## config.mk

```make
export PLATFORM = sky130hd
export DESIGN_NAME = csr_fwd_tracker
export DESIGN_NICKNAME = d
export VERILOG_FILES = /design/src/rtl/csr_fwd_tracker.sv
export SDC_FILE = /design/constraint.sdc
export NUM_CORES = 1
export LEC_CHECK = 0
export ABC_AREA = 1
export CORE_MARGIN = 2
export CORE_UTILIZATION = 40
export CTS_BUF_LIST = sky130_fd_sc_hd__clkbuf_16
export DETAILED_ROUTE_END_ITERATION = 16
export DONT_BUFFER_PORTS = 1
export SYNTH_ARGS = -nofsm -noshare
export SYNTH_HDL_FRONTEND = slang
export SYNTH_SLANG_ARGS = --single-unit
```

## constraint.sdc

```tcl
create_clock -name clk -period 1.8 [get_ports clk]
set_input_delay 0.18 -clock clk [delete_from_list [all_inputs] [get_ports clk]]
set_output_delay 0.18 -clock clk [all_outputs]
set_load 0.02 [all_outputs]
```

## src/rtl/csr_fwd_tracker.sv

```systemverilog
// CSR write tracker: follows in-flight CSR writers through the stages after ID,
// picks the youngest matching writer for forwarding and stalls when it is not ready.
`ifndef CSR_IR
`define CSR_IR 4'd5
`endif

module csr_fwd_tracker #(
  parameter int ADDR_W      = 12,
  parameter int DEPTH       = 2,
  parameter int READY_STAGE = 0,
  parameter int SEL_W       = $clog2(DEPTH+1),
  parameter int CNT_W       = 16
) (
  input  logic              clk,
  input  logic              rst_n,
  input  logic [ADDR_W-1:0] csr_addr_in_id,
  input  logic [3:0]        ir_type_in_id,
  input  logic              wr_csr_n_in_id,
  input  logic              hold,
  input  logic [DEPTH-1:0]  flush,
  output logic [SEL_W-1:0]  forward_z,
  output logic [DEPTH-1:0]  forward_sel,
  output logic              csr_stall,
  output logic [CNT_W-1:0]  stall_cycles
);

  logic [DEPTH-1:0]  valid_q;
  logic [DEPTH-1:0]  valid_d;
  logic [DEPTH-1:0]  match;
  logic [ADDR_W-1:0] addr_q [DEPTH];
  logic [ADDR_W-1:0] addr_d [DEPTH];
  logic [SEL_W-1:0]  idx;
  logic              is_csr;
  logic              hit;
  logic              cap;

  assign is_csr = (ir_type_in_id == `CSR_IR);

  // Lowest index wins: scanning downward leaves the youngest match last.
  always_comb begin
    match       = '0;
    hit         = 1'b0;
    idx         = '0;
    forward_z   = '0;
    forward_sel = '0;
    csr_stall   = 1'b0;
    for (int k = 0; k < DEPTH; k++) begin
      match[k] = valid_q[k] && (addr_q[k] == csr_addr_in_id) && is_csr;
    end
    for (int k = DEPTH-1; k >= 0; k--) begin
      if (match[k]) begin
        hit = 1'b1;
        idx = SEL_W'(k);
      end
    end
    if (hit) begin
      if (int'(idx) >= READY_STAGE) begin
        forward_z        = idx + 1'b1;
        forward_sel[idx] = 1'b1;
      end else begin
        csr_stall = 1'b1;
      end
    end
  end

  assign cap = is_csr && !wr_csr_n_in_id && !csr_stall;

  always_comb begin
    valid_d = valid_q;
    addr_d  = addr_q;
    if (!hold) begin
      valid_d[0] = cap;
      addr_d[0]  = csr_addr_in_id;
      for (int k = 1; k < DEPTH; k++) begin
        valid_d[k] = valid_q[k-1];
        addr_d[k]  = addr_q[k-1];
      end
    end
    valid_d = valid_d & ~flush;
  end

  always_ff @(posedge clk or negedge rst_n) begin
    if (!rst_n) begin
      valid_q      <= '0;
      stall_cycles <= '0;
      for (int k = 0; k < DEPTH; k++) begin
        addr_q[k] <= '0;
      end
    end else begin
      valid_q <= valid_d;
      addr_q  <= addr_d;
      if (csr_stall && !hold && (stall_cycles != '1)) begin
        stall_cycles <= stall_cycles + 1'b1;
      end
    end
  end

endmodule

```

==> flow_metrics.tcl <==
set metrics [dict create \
    maximum_clock_frequency_mhz 609 \
    final_cells 283 \
    hpwlAfterDp_um 2090 \
    setup-violations-final 0 \
    critPathRequiredTime_ns 1.62 \
    place_worst_setup_slack_ns 0.387 \
    fp.dieArea_um2 4480 \
    grt_setup_unrepaired "no" \
    rr_startpoint "addr_q[12]" \
    dpl-instance-area_um2 1540 \
    final_hold_viol_count 0 \
    grtUsageTotal_pct 15.1 \
    cts_tree "done" \
    yosysTopAreaCellShare_pct 41.1 \
    detail_route.wirelength_um 2830 \
    total_power_mw 1.54 \
    report.final.slew_viol_count 0 \
    i_o_pins 43 \
    synth_cell_type_count 18 \
    max-vdd-ir-drop_v 0.000337 \
    min_delay_src "hold" \
    cts-root-buf "clkbuf_16" \
    power_density_nw_per_um2 900 \
    die-height_um 66.9 \
    maximum_number_of_pins_on_one_net_before_global_route_repair 52 \
    gp_routability_congestion 0.776 \
    detail_route.first_pass.iterations 4 \
    yosys-top-cells-area "dfrtp_1 41%, nand2_1 20%, buf_4 9.0%" \
    run_status "complete, no violations" \
    ys_seq_area_share_pct 41.1 \
    dieWidth_um 66.9 \
    numClockSinks 26 \
    clock_tree.buffer_depth 2 \
    clock_insertion_delay_worst_skew_ns 0.26 \
    drt_iter0_drc 35 \
    yosys.area.top_type "dfrtp_1" \
    fin_nets 258 \
    postLayoutSetupSlackWorst_ns 0.159 \
    hp-class "primary input to flip-flop" \
    ys_async_sr_fraction_pct 100 \
    num_vias 1215 \
    cp_max_fo 3 \
    initial_core_util_pct 42.3 \
    synth_commonest_cells "84 x nand2_1, 31 x inv_1, 26 x dfrtp_1" \
    crit_path_cell_trace "inv_1 -> o21ai_1 -> nor2_1 -> nand3_1 -> nor2_4 -> buf_4" \
    fraction_of_final_layout_cells_with_drive_strength_greater_than_1_pct 7.23 \
    floorplan.core_area_um2 3740 \
    port-buffer-count 0 \
    critical_path.slowest_cell "dfrtp_1" \
    post_synth.cell_area_avg_um2 6.77 \
    gr-total-overflow 0 \
    design_area_um2 1710 \
    avgViaCountPerCell 4.29 \
    max_cap_violations 0 \
    routed_wire_length_per_instance_um 10.0 \
    setup.worst_path.end_class "output port" \
    worst-endpoint-arrival_ns 1.46 \
    drtAntennaViolNets 0 \
    initial_antenna_violation_count 0 \
    worstSetupPathType "flip-flop to output port" \
    timing.critical_path.slowest_cell_delay_ns 0.38 \
    h-tree-depth 1 \
    cts_buffers 3 \
    critical_path.startpoint "addr_q[20]" \
    power.leakage_nw 0.900 \
    cp-start-kind "flip-flop" \
    final_core_util_pct 45.7 \
    ys_warn_count 0 \
    fin_crit_ns 1.64 \
    clk_transition_reported_paths_ns 0.07 \
    route.detailed.drc 0 \
    finClkSkew_ns 0.00258 \
    synthesis.area_um2 1580 \
    grt_first_pass_wirelength_um 5090 \
    setup_tns_ns 0 \
    finalCritPeriodShare_pct 91.2 \
    insertedDiodeCount 0 \
    dp_cells 274 \
    ys_seq_elements 26 \
    cts_setup_buffers 0 \
    synth_enable_flop_cells 0 \
    fp-row-count 22 \
    synthFlopType "dfrtp_1" \
    hold_slack_ns 0.00883 \
    grt_pass1_vias 1157 \
    area_growth_syn_to_layout_pct 7.98 \
    post-synth-top-count-cell "nand2_1" \
    cells_after_synth 234 \
]
==> routing by layer <==
metal | track usage [%] | vias to the layer above | wire, µm | share of wire (%)
met1 | 20.7 | 521 | 1380 | 49
met2 | 23.1 | 28 | 1250 | 44
met5 | 0 | - | 0 | 0
met4 | 5.36 | 0 | 40 | 1.4
met3 | 3.72 | 4 | 151 | 5.3
li1 | - | 662 | - | -
==> sequential cells by signal, indices dropped and copies added (netlist names) <==
register	cells
addr_q	24
valid_q	2
==> critical path: cells and delay by family, from the launching register on <==
family | cells | cell delay [ns]
AND/OR/NAND/NOR | 3 | 0.47
flip-flops | 1 | 0.38
buffers and inverters | 2 | 0.28
AO/OA/AOI/OAI | 1 | 0.06
==> report_power, final <==
group | internal [mW] | switching (mW) | leakage, nW
clock | 0.443 | 0.205 | 0.0511
combinational | 0.0785 | 0.135 | 0.527
sequential | 0.639 | 0.0386 | 0.322
total | 1.16 | 0.379 | 0.900
==> layout by cell type (no fill, tap or decap) <==
master / netlist / layout
a21oi_1: 5 / 5
buf_12: 0 / 1
buf_4: 19 / 1
bufinv_16: 0 / 1
clkbuf_16: 0 / 3
conb_1: 1 / 17
dfrtp_1: 26 / 26
dlygate4sd3_1: 0 / 4
inv_1: 31 / 31
inv_2: 5 / 5
mux2_2: 1 / 1
nand2_1: 84 / 84
nand3_1: 3 / 3
nor2_1: 19 / 19
nor2_2: 3 / 2
nor2_4: 1 / 2
o21ai_0: 25 / 25
o21ai_1: 3 / 3
or2_2: 1 / 1
xnor2_1: 1 / 1
==> logic make-up after synthesis <==
group	count (synthesis)	synth area share (%)
buffers and inverters	61	19.4
muxes	1	0.711
and+or+nand+nor	111	27.6
other	1	0.237
DFF	26	41.1
xor gates and xnor gates	1	0.553
AOI/OAI and AO/OA	33	10.4
==> cell type report <==
type                            count  area, µm²
Clock inverter                      1       30.0
Clock buffer                        3       75.1
Timing Repair Buffer                6       67.6
Inverter                           36        135
Fill cell                         402       2030
Multi-Input combinational cell    163        692
Sequential cell                    26        651
Tap cell                           48       60.1
==> path summary, 6_finish.rpt <==
check,cells past startpoint,slack (ns),end
setup / recovery,6,0.16,forward_z[0]
max in group asynchronous,2,1.30,addr_q[17]
hold / removal,1,0.009,addr_q[11]
setup reg to reg,1,1.02,addr_q[0]
min in group asynchronous,2,0.34,addr_q[16]
hold reg to reg,2,0.48,addr_q[17]
==> repair_timing <==
item / CTS / global route
hold buffers: 5 / 0
resized for setup: 0 / 1
hold endpoints to repair: 29 / 0
endpoints found under the setup margin: 0 / 2
Note: power is estimated with default switching activity, not from simulation.
